### src/rtl/exit_report_pkg.sv
// Shared types and constants for the exit-code UART reporter.
// EXIT_REPORT_REPEAT_EN (optional) makes the message repeat after a fixed idle gap.
package exit_report_pkg;

    typedef enum logic [2:0] {
        StIdle,
        StLoad,
        StSend,
        StFin,
        StHalt
    } state_e;

    localparam int unsigned MSG_LEN         = 12;
    localparam logic [7:0]  ASCII_CR        = 8'h0D;
    localparam logic [7:0]  ASCII_LF        = 8'h0A;
    localparam int unsigned REPEAT_GAP_LOG2 = 20;

    function automatic logic [7:0] hex_char(input logic [3:0] nib);
        if (nib < 4'd10) begin
            return 8'h30 + {4'h0, nib};
        end
        return 8'h37 + {4'h0, nib};
    endfunction

endpackage

### src/rtl/exit_uart_reporter_if.sv
// Exit/status handshake between the core and the exit-code reporter.
interface exit_uart_reporter_if;

    logic        exit;
    logic [31:0] exitcode;
    logic        busy;
    logic        done;

    modport master (output exit, output exitcode, input busy, input done);
    modport slave  (input exit, input exitcode, output busy, output done);

endinterface

### src/rtl/uart_tx_byte.sv
// 8N1 byte transmitter: start bit, 8 data bits LSB first, stop bit, each CLKS_PER_BIT cycles.
module uart_tx_byte #(
    parameter int unsigned CLKS_PER_BIT = 104
) (
    input  logic       clk,
    input  logic       resetn,
    input  logic       start,
    input  logic [7:0] data,
    output logic       tx,
    output logic       done_pulse
);

    localparam logic [15:0] LastBaud = 16'(CLKS_PER_BIT - 1);

    logic        active_q, active_d;
    logic [9:0]  shift_q, shift_d;
    logic [3:0]  bit_q, bit_d;
    logic [15:0] baud_q, baud_d;
    logic        bit_end;

    assign bit_end    = active_q && (baud_q == LastBaud);
    assign done_pulse = bit_end && (bit_q == 4'd9);
    // Ones shift in behind the frame, so the line idles high with no extra mux.
    assign tx         = shift_q[0];

    always_comb begin
        active_d = active_q;
        shift_d  = shift_q;
        bit_d    = bit_q;
        baud_d   = baud_q;
        if (!active_q) begin
            if (start) begin
                active_d = 1'b1;
                shift_d  = {1'b1, data, 1'b0};
                bit_d    = 4'd0;
                baud_d   = 16'd0;
            end
        end else if (bit_end) begin
            baud_d  = 16'd0;
            shift_d = {1'b1, shift_q[9:1]};
            if (bit_q == 4'd9) begin
                active_d = 1'b0;
            end else begin
                bit_d = bit_q + 4'd1;
            end
        end else begin
            baud_d = baud_q + 16'd1;
        end
    end

    always_ff @(posedge clk) begin
        if (!resetn) begin
            active_q <= 1'b0;
            shift_q  <= '1;
            bit_q    <= 4'd0;
            baud_q   <= 16'd0;
        end else begin
            active_q <= active_d;
            shift_q  <= shift_d;
            bit_q    <= bit_d;
            baud_q   <= baud_d;
        end
    end

endmodule

### src/rtl/exit_uart_reporter.sv
// Captures the core exit code on the rising edge of exit and sends "X=hhhhhhhh\r\n" over UART.
// Define EXIT_REPORT_REPEAT_EN to resend the message after every 2^20-cycle idle gap.
module exit_uart_reporter
    import exit_report_pkg::*;
#(
    parameter int unsigned CLKS_PER_BIT = 104,
    parameter logic [15:0] MSG_PREFIX   = "X="
) (
    input  logic                  clk,
    input  logic                  resetn,
    exit_uart_reporter_if.slave   rpt,
    output logic                  uart_tx
);

    state_e      state_q, state_d;
    logic [3:0]  idx_q, idx_d;
    logic [31:0] code_q, code_d;
    logic        busy_q, busy_d;
    logic        done_q, done_d;
    logic        start_q, start_d;
    logic [7:0]  data_q, data_d;
    logic        exit_q;
    logic        trigger;
    logic        byte_done;
    logic [3:0]  nib;
    logic [7:0]  msg_byte;
`ifdef EXIT_REPORT_REPEAT_EN
    logic [REPEAT_GAP_LOG2-1:0] gap_q, gap_d;
`endif

    assign trigger = rpt.exit & ~exit_q & ~done_q & ~busy_q;
    assign rpt.busy = busy_q;
    assign rpt.done = done_q;

    // Byte indices 2..9 walk the code from nibble [31:28] down to [3:0].
    assign nib = 4'(code_q >> {4'd9 - idx_q, 2'b00});

    always_comb begin
        msg_byte = ASCII_LF;
        case (idx_q)
            4'd0:    msg_byte = MSG_PREFIX[15:8];
            4'd1:    msg_byte = MSG_PREFIX[7:0];
            4'd10:   msg_byte = ASCII_CR;
            4'd11:   msg_byte = ASCII_LF;
            default: msg_byte = hex_char(nib);
        endcase
    end

    always_comb begin
        state_d = state_q;
        idx_d   = idx_q;
        code_d  = code_q;
        busy_d  = busy_q;
        done_d  = done_q;
        start_d = 1'b0;
        data_d  = data_q;
`ifdef EXIT_REPORT_REPEAT_EN
        gap_d   = gap_q;
`endif
        case (state_q)
            StIdle: begin
                if (trigger) begin
                    state_d = StLoad;
                    busy_d  = 1'b1;
                    code_d  = rpt.exitcode;
                    idx_d   = 4'd0;
                end
            end
            StLoad: begin
                start_d = 1'b1;
                data_d  = msg_byte;
                state_d = StSend;
            end
            StSend: begin
                if (byte_done) begin
                    if (idx_q == 4'(MSG_LEN - 1)) begin
                        state_d = StFin;
                    end else begin
                        idx_d   = idx_q + 4'd1;
                        state_d = StLoad;
                    end
                end
            end
            StFin: begin
                busy_d  = 1'b0;
                done_d  = 1'b1;
                state_d = StHalt;
`ifdef EXIT_REPORT_REPEAT_EN
                gap_d   = '0;
`endif
            end
            StHalt: begin
`ifdef EXIT_REPORT_REPEAT_EN
                if (&gap_q) begin
                    code_d  = rpt.exitcode;
                    idx_d   = 4'd0;
                    busy_d  = 1'b1;
                    state_d = StLoad;
                end else begin
                    gap_d = gap_q + 1'b1;
                end
`endif
            end
            default: state_d = StIdle;
        endcase
    end

    always_ff @(posedge clk) begin
        if (!resetn) begin
            state_q <= StIdle;
            idx_q   <= 4'd0;
            code_q  <= 32'd0;
            busy_q  <= 1'b0;
            done_q  <= 1'b0;
            start_q <= 1'b0;
            data_q  <= 8'd0;
            exit_q  <= 1'b0;
`ifdef EXIT_REPORT_REPEAT_EN
            gap_q   <= '0;
`endif
        end else begin
            state_q <= state_d;
            idx_q   <= idx_d;
            code_q  <= code_d;
            busy_q  <= busy_d;
            done_q  <= done_d;
            start_q <= start_d;
            data_q  <= data_d;
            exit_q  <= rpt.exit;
`ifdef EXIT_REPORT_REPEAT_EN
            gap_q   <= gap_d;
`endif
        end
    end

    uart_tx_byte #(
        .CLKS_PER_BIT(CLKS_PER_BIT)
    ) u_tx (
        .clk       (clk),
        .resetn    (resetn),
        .start     (start_q),
        .data      (data_q),
        .tx        (uart_tx),
        .done_pulse(byte_done)
    );

endmodule

### src/flat_wrapper.sv
// flat-port wrapper written by rule: the top's interface ports become plain ports
module exit_uart_reporter_flat import exit_report_pkg::*;
#(
    parameter int unsigned CLKS_PER_BIT = 104,
    parameter logic [15:0] MSG_PREFIX   = "  "
)
  (clk, resetn, uart_tx, rpt_exit, rpt_exitcode, rpt_busy, rpt_done);
  exit_uart_reporter_if rpt_i ();
  input  logic clk;
  input  logic resetn;
  output logic uart_tx;
  input wire logic [$bits(rpt_i.exit)-1:0] rpt_exit;
  input wire logic [$bits(rpt_i.exitcode)-1:0] rpt_exitcode;
  output wire logic [$bits(rpt_i.busy)-1:0] rpt_busy;
  output wire logic [$bits(rpt_i.done)-1:0] rpt_done;
  assign rpt_i.exit = rpt_exit;
  assign rpt_i.exitcode = rpt_exitcode;
  assign rpt_busy = rpt_i.busy;
  assign rpt_done = rpt_i.done;
  exit_uart_reporter #(.CLKS_PER_BIT(CLKS_PER_BIT), .MSG_PREFIX(MSG_PREFIX)) u_core (.clk(clk), .resetn(resetn), .rpt(rpt_i), .uart_tx(uart_tx));
endmodule
### config.mk
export PLATFORM = sky130hd
export DESIGN_NAME = exit_uart_reporter_flat
export DESIGN_NICKNAME = d
export VERILOG_FILES = /design/src/rtl/exit_report_pkg.sv /design/src/rtl/exit_uart_reporter_if.sv /design/src/rtl/uart_tx_byte.sv /design/src/rtl/exit_uart_reporter.sv /design/src/flat_wrapper.sv
export SDC_FILE = /design/constraint.sdc
export NUM_CORES = 1
export LEC_CHECK = 0
export CAP_MARGIN = 0
export CELL_PAD_IN_SITES_DETAIL_PLACEMENT = 1
export CELL_PAD_IN_SITES_GLOBAL_PLACEMENT = 2
export CORE_MARGIN = 2
export CORE_UTILIZATION = 37
export CTS_CLUSTER_DIAMETER = 30
export DETAILED_ROUTE_END_ITERATION = 8
export PLACE_DENSITY = 0.91
export SETUP_SLACK_MARGIN = 0.05
export SLEW_MARGIN = 20
export SYNTH_ARGS = -nofsm -noshare
export SYNTH_HDL_FRONTEND = slang
export SYNTH_SLANG_ARGS = --single-unit
### constraint.sdc
create_clock -name clk -period 8.4 [get_ports clk]
set_input_delay 1.68 -clock clk [delete_from_list [all_inputs] [get_ports clk]]
set_output_delay 1.68 -clock clk [all_outputs]
set_load 0.02 [all_outputs]
# == Yosys cells after proc, flatten, opt, wreduce, memory -nomap -nowiden ==
# Index checks and enable logic that the tools add are counted.
# W data, S select, Z words.
# classes
eq_ne,14
bitwise_logic,7
shifts,1
muxes,30
magnitude_cmp,1
addsub,6
div,0
mul,0
n_reduce_logical,15
# op_table
op,count
$mux W16,3
$shr A32 B6 Y4,1
$mux W10,3
$mux W4,7
$pmux W8 S3,1
$add A16 B1 Y16 const B,1
$eq A16 B7 Y1 const B,1
$mux W8,2
$pmux W3 S5,1
$add A6 B4 Y7 const A,2
$eq A4 B4 Y1 const B,3
$add A4 B1 Y4 const B,2
$mux W1,8
$pmux W4 S2,1
$eq A3 B2 Y1 const B,2
$mux W3,2
$ne A2 B1 Y1 const B,3
$reduce_and A2 Y1,3
$reduce_and A3 Y1,2
$reduce_bool A2 Y1,3
$eq A4 B1 Y1 const B,1
$logic_not A4 Y1,1
$lt A4 B4 Y1 const B,1
$ne A2 B2 Y1 const B,2
other kinds (12),18
# word_totals
elab_cells,86
in_bits,35
rom_bits,0
register_bits,82
memories,0
output_inout_bits,3
ram_bits,0
latch_bits,0

# == Longest topological paths before layout ==
# Gate-level depths: netlist of run 1.
# depth
word_depth,7
ltp_mapped,11
depth_no_buf,10

# == Hierarchy ==
# Synthesis of run 1 repeated with hierarchy kept, for this count alone.
# hier_totals
hier_cells,483
hier_area_um2,4058.9
# modules_own_cells
module,instances,cells_per_inst,seq_area_each_um2,area_each_um2
exit_uart_reporter,1,288,1001.0,2376.0
uart_tx_byte,1,195,600.6,1682.9

# == Worst setup path before layout of run 1 ==
# Ideal clock, no wire load.
# synth_timing
kind,input-to-reg
start,in rpt_exit
end,reg u_core.idx_q[3]
path_slack_ns,5.462
cell_stages,5
t_arrival_ns,2.868
required_ns,8.330
path_buffers,0
cell_sequence,inv_1 > nor4_4 > o22ai_2 > or4_1 > a21boi_1
# synth_between
elab_chain_len,5
# synth_rtl
element,line,text
start: declaration,flat_wrapper.sv:12,input wire logic [$bits(rpt_i.exit)-1:0] rpt_exit;
$and A1 B1 Y1 (3 in a row),exit_uart_reporter.sv:31,assign trigger = rpt.exit & ~exit_q & ~done_q & ~busy_q;
$ne A2 B1 Y1 (no line),-,
$reduce_and A4 Y1 (no line),-,
end signal: assignment,exit_uart_reporter.sv:123,idx_q <= idx_d;
end: declaration,exit_uart_reporter.sv:16,"logic [3:0] idx_q, idx_d;"
# Every way passes these cells.
# A chain may end at the register's enable or synchronous reset.

==> impl_results.md, run 1 <==
- Status: complete, no violations
- Die area: 11400 um^2
- Width of the die: 107 um
- Vias/cell: 5.48
- Peak VDD IR: 101 uV
- Number of synthesized flops with an enable pin: 0
- DRT Pass-1 Iters: 4
- CORE AREA: 10300 um^2
- Die height: 107 um
- DRC errors left: 0
- Clock Latency Late Sink: 0.37 ns
- Wirelength, routed: 10300 um
- WP data arrival: 4.14 ns
- GR Overflow Total: 0
- Post CTS Setup Buffer Count: 0
- Slowest CP cell: clkdlybuf4s50_1
- Reg-to-Reg End: u_core.data_q[2]
- H-tree depth reported by CTS: 3
- CTS root buf: clkbuf_8
- Clock transition at path regs: 0.09 ns
- CTS Buf Count: 9
- Final Hold Viols: 0
- Tmin final: 3.84 ns
- Syn nets: 512
- Gpl congestion: 0.814
- Synthesis-to-layout area growth: 16.9%
- Max cap viols: 0
- Worst-path cell chain: clkdlybuf4s50_1 -> clkinv_1 -> buf_4 -> nor2_1 -> a21boi_1
- Static Leakage: 1.64 nW
- Max stage delay on crit path: 0.90 ns
- First-pass GRT wire length: 17000 um
- Commonest non-fill, non-tap cell in the layout: nand2_1
- Number of global-route vias before repair: 3395
- Most frequent cells in the layout: nand2_1, dfxtp_1, a21oi_1
- Synth Instances: 467
- Row count: 37
- Max Fanout on Critical Path: 43
- Min-Delay Endpoint: u_core.code_q[17]
- Tcrit/Tclk final: 45.7%
- CTS tree: yes
- Initial Utilization: 38.0%
- Hold Buf Count CTS: 0
- CP Launch Type: primary input
- Worst-Margin Slew: 0.990 ns
- Yosys warns: 0
- Worst R2R Start: u_core.idx_q[2]
- Pwr dens: 176 nW/um^2
- Largest net degree at the start of global routing: 44
- Antenna violations before repair: 0
- Dpl hpwl: 7300 um
- DR vias: 3461
- Fill count: 1237
- Synth async-reset ratio: 0%
- Post-Layout Cell Count: 631
- Sequential share of the synthesized area: 40.8%
- # placed instances: 615
- Final Skew: 0.0123 ns
- Hold Startpoint: u_core.code_q[17]
- Final TNS setup: 0 ns
- Worst R2R Path Depth: 10
- RSZ-0062 raised after global routing: no
- N_diodes: 0
- 1st-iter DRT viols: 142
- Port Buffers: 37
- Flops & latches, synth: 80
- Worst R2R Setup Slack: 5.55 ns
- Total GRT Usage: 18.9%
- Share of layout cells above drive strength 1: 9.70%
- Worst slew margin: 33.4%
- Resize count post-CTS: 0
- # setup viols final: 0
- Required @ worst endpoint: 8.70 ns
- Synthesized area per cell: 8.40 um^2
- Crit path capture type: register
- Worst Path Class, Setup: in2reg
- CTS max path bufs: 2
- Fmax: 260 MHz
- Remaining antenna violation count: 0
- Mapped cell area: 3920 um^2
- Main synth FF type: dfxtp_1
- Fin nets: 535
- # IOs: 38
- Cell variety after synth: 58
- Worst hold path type: reg2reg
- Routed len/inst: 16.3 um
- Clock Sinks: 80
- Hold Crit Depth: 2
- Final Max Tran Viols: 0
metal layers:
layer | part of all wire (%) | vias up | GRT usage [%]
met5 | 0 | - | 0
li1 | - | 1717 | -
met1 | 50 | 1674 | 27.3
met2 | 45 | 52 | 28.0
met3 | 2.5 | 18 | 3.22
met4 | 2.0 | 0 | 7.14
cells by family (layout without fill, tap and decap cells):
group	count (synthesis)	count (layout)	synth area share (%)
AND/OR/NAND/NOR	201	201	24.5
AO/OA/AOI/OAI	105	105	17.0
flip-flops	80	80	40.8
buffers and inverters	38	66	3.76
multiplexers	29	29	9.92
adder cells (fa/ha/maj)	10	10	3.19
XOR/XNOR	4	4	0.893
power by group:
group	total, mW	internal (mW)	switching (mW)
Sequential	0.409	0.396	0.0125
Clock	0.300	0.140	0.159
Combinational	0.0981	0.0443	0.0537
area by class of cell:
class / instances / area, um^2 / area share, %
sequential: 80 / 1600 / 34.9
clock buffer: 9 / 124 / 2.70
clock inverter: 7 / 80.1 / 1.75
tap: 136 / 170 / 3.71
timing repair buffer: 41 / 400 / 8.73
inverter: 9 / 33.8 / 0.736
multi-input combinational: 349 / 2180 / 47.5
stage by stage:
step	utilization (%)	power (mW)	setup WS [ns]	hold WS, ns	cell area [um^2]
after detailed placement	42.4	0.516	4.20	0.447	4380
after global placement	42.4	0.511	4.26	0.440	4380
final	44.4	0.806	4.56	0.459	4590
after CTS	44.4	0.813	4.56	0.460	4580
after floorplan	-	0.477	5.46	0.432	3920
after global routing	44.4	0.844	4.34	0.478	4590
critical path: cells and delay by family:
kind / cells / cell delay, ns
simple gates: 1 / 0.20
buf+inv: 3 / 2.09
compound gates: 1 / 0.17
Yosys cell counts (2+ instances only):
master / instances / area share, %
a21boi_0: 3 / 0.57
nor3b_1: 5 / 0.96
and2_1: 2 / 0.32
or4_1: 3 / 0.57
a21oi_1: 49 / 6.3
or2_2: 4 / 0.64
nor2b_1: 2 / 0.32
a22oi_1: 3 / 0.57
xor2_1: 2 / 0.45
and4_1: 5 / 1.1
nand2_1: 97 / 9.3
ha_1: 10 / 3.2
and3_1: 6 / 0.96
nand3_1: 13 / 1.7
mux2_2: 9 / 2.6
clkinv_1: 2 / 0.19
nor2_1: 30 / 2.9
mux2i_1: 13 / 3.3
inv_1: 7 / 0.67
mux4_2: 7 / 4.0
nand2b_1: 4 / 0.64
dfxtp_1: 80 / 41
o211ai_1: 2 / 0.38
nor3_1: 12 / 1.5
o21a_1: 5 / 0.96
nand4_1: 6 / 0.96
a211oi_1: 3 / 0.57
nor4_1: 6 / 0.96
a31o_2: 2 / 0.45
o31ai_1: 3 / 0.57
clkbuf_1: 26 / 2.5
a311oi_1: 5 / 1.1
o21ai_0: 10 / 1.3
a31oi_1: 5 / 0.80
xnor2_1: 2 / 0.45
a41oi_1: 2 / 0.45
worst max path at each step:
stage,from,to,slack [ns],depth (start not counted)
3_5_place_dp,resetn,u_core.idx_q[3],4.20,5
4_1_cts,resetn,u_core.idx_q[3],4.56,5
2_1_floorplan,rpt_exit,u_core.idx_q[3],5.46,5
3_3_place_gp,resetn,u_core.idx_q[3],4.26,5
5_1_grt,resetn,u_core.data_q[4],4.34,5
6_report,resetn,u_core.idx_q[3],4.56,5
registers in the layout, summed over array words and instances (netlist names):
register	count
u_core.rpt.done	1
u_core.u_tx.bit_q	4
u_core.u_tx.baud_q	16
u_core.u_tx.active_q	1
u_core.u_tx.shift_q	9
u_core.idx_q	4
u_core.state_q	3
u_core.data_q	7
u_core.code_q	32
u_core.rpt.busy	1
u_core.exit_q	1
u_core.start_q	1
Note: power is estimated with default switching activity, not from simulation.
==> inputs of run 2 (changes only) <==
Settings changed: CORE_UTILIZATION 37 to 31, PLACE_DENSITY 0.91 to 0.82.
Clock period 8.4 ns to 3.43 ns, I/O delays scaled along.
==> impl_results.md, run 2 (synthesized netlist as in run 1, its figures left out) <==
- Worst-path cell chain: inv_1 -> ha_1 -> mux4_2 -> mux2i_1 -> or2_2 -> ha_1 -> inv_1 -> nor2_1 -> mux2_2 -> o32ai_1
- Resize count post-CTS: 0
- Largest Register: u_core.code_q
- Status: complete, no violations
- CTS root buf: clkbuf_16
- Hold Startpoint: u_core.code_q[7]
- Port Buffers: 37
- Reg-to-Reg End: u_core.data_q[2]
- DRT Pass-1 Iters: 5
- Hold Buf Count CTS: 0
- Peak VDD IR: 227 uV
- Row count: 41
- Met1 Use GR: 23.2%
- Worst slew margin: 55.5%
- Buf/Inv on CP: 2
- GR Overflow Total: 0
- DRC errors left: 0
- Commonest non-fill, non-tap cell in the layout: nand2_1
- CTS Buf Count: 9
- Max cap viols: 0
- Remaining antenna violation count: 0
- # placed instances: 655
- Clock Sinks: 80
- Post-Layout Cell Count: 671
- Worst hold path type: reg2reg
- Clock transition at path regs: 0.06 ns
- Required @ worst endpoint: 3.68 ns
- DP Worst Slack: 0.590 ns
- Number of global-route vias before repair: 3424
- Worst R2R Start: u_core.idx_q[2]
- DR vias: 3468
- Min-Delay Endpoint: u_core.code_q[7]
- Pwr dens: 465 nW/um^2
- Final Max Tran Viols: 0
- Worst-Margin Slew: 0.662 ns
- Tmin final: 2.86 ns
- Worst hold slack: 0.459 ns
- Total GRT Usage: 16.4%
- Crit path capture type: register
- Hold Crit Depth: 2
- Initial Utilization: 31.5%
- Synthesis-to-layout area growth: 21.6%
- 1st-iter DRT viols: 152
- Dpl hpwl: 7440 um
- Met2 Usage GRT: 25.1%
- Clock Latency Late Sink: 0.34 ns
- Antenna violations before repair: 0
- H-tree depth reported by CTS: 3
- Worst R2R Setup Slack: 0.57 ns
- Max Fanout on Critical Path: 6
- CORE AREA: 12500 um^2
- Share of layout cells above drive strength 1: 10.0%
- Largest register FFs: 32
- Fill count: 1472
- CTS tree: yes
- Max stage delay on crit path: 0.44 ns
- Static Leakage: 1.71 nW
- Die height: 117 um
- Post CTS Setup Buffer Count: 0
- CP Launch Type: register
- WP data arrival: 3.11 ns
- Most frequent cells in the layout: nand2_1, dfxtp_1, a21oi_1
- # setup viols final: 0
- Regs by FF count: u_core.code_q: 32 flops, u_core.u_tx.baud_q: 16 flops, u_core.u_tx.shift_q: 9 flops
- N_diodes: 0
- CTS max path bufs: 2
- # IOs: 38
- Post-route setup slack: 0.567 ns
- Die area: 13600 um^2
- Fmax: 349 MHz
- RSZ-0062 raised after global routing: no
- Width of the die: 117 um
- Slowest CP cell: ha_1
- Largest net degree at the start of global routing: 60
- Worst Path Class, Setup: reg2reg
- Final Skew: 0.00932 ns
- Wirelength, routed: 10400 um
- First-pass GRT wire length: 17500 um
- Met3 Usage GRT: 2.59%
- Final TNS setup: 0 ns
- Vias/cell: 5.17
- Routed len/inst: 15.5 um
- Busiest grt layer: met2
- Fin nets: 539
- Tcrit/Tclk final: 83.5%
- Final Hold Viols: 0
- Gpl congestion: 0.807
- Worst R2R Path Depth: 10
- Family with the most delay on the worst path: multiplexers
==> run 2: cell types whose count changed in the layout (fill, tap and decap cells not counted) <==
cell        change
clkinvlp_4      -1
nor2_1          +1
or4_1           +1
nor2_2          -1
clkbuf_1        +1
buf_4           +3
or4_2           -1
nor4_1          -1
buf_12          +1
clkinv_2        +1
clkbuf_8        -9
nor4_2          +1
clkbuf_16       +9
inv_6           -1
==> run 2: worst max path at each step <==
stage / start / to / slack [ns] / cells after the start
floorplan: u_core.idx_q[1] / u_core.data_q[2] / 0.70 / 11
global placement: u_core.idx_q[2] / u_core.data_q[2] / 0.80 / 10
detailed placement: u_core.idx_q[2] / u_core.data_q[2] / 0.59 / 10
CTS: u_core.idx_q[2] / u_core.data_q[2] / 0.58 / 10
global route: u_core.idx_q[2] / u_core.data_q[2] / 0.34 / 10
finish: u_core.idx_q[2] / u_core.data_q[2] / 0.57 / 10
==> run 2: where the power goes <==
part	internal [mW]	switching (mW)	total [mW]
Clock	0.568	0.402	0.971
Combinational	0.113	0.133	0.246
Sequential	0.971	0.0295	1.00
Total	1.65	0.565	2.22
==> run 2: per-layer routing <==
metal	part of all wire, %	vias up
li1	-	1722
met1	50	1666
met2	45	67
met3	3.6	13
met4	1.6	0
met5	0	-
==> run 2: per-stage QoR <==
stage	util, %	area [um^2]	power (mW)
after floorplan	-	3920	1.17
after global placement	35.8	4470	1.26
after detailed placement	35.8	4470	1.27
after CTS	38.2	4770	2.24
after global routing	38.3	4770	2.31
final	38.3	4770	2.22
==> run 2: worst register-to-register path, delay by kind of cell, from the launching register on <==
family | cells | cell delay, ns
AND/OR/NAND/NOR | 2 | 0.32
buffers and inverters | 2 | 0.16
AO/OA/AOI/OAI | 1 | 0.26
adder cells (fa/ha/maj) | 2 | 0.60
flip-flops | 1 | 0.42
multiplexers | 3 | 1.03
==> run 2: layout make-up <==
class                      count  area, um^2  area share, %
timing repair buffer          45         443           9.28
sequential                    80        1600           33.6
tap                          172         215           4.51
inverter                       9        33.8          0.708
clock buffer                  10         229           4.80
clock inverter                 6        68.8           1.44
multi-input combinational    349        2180           45.7
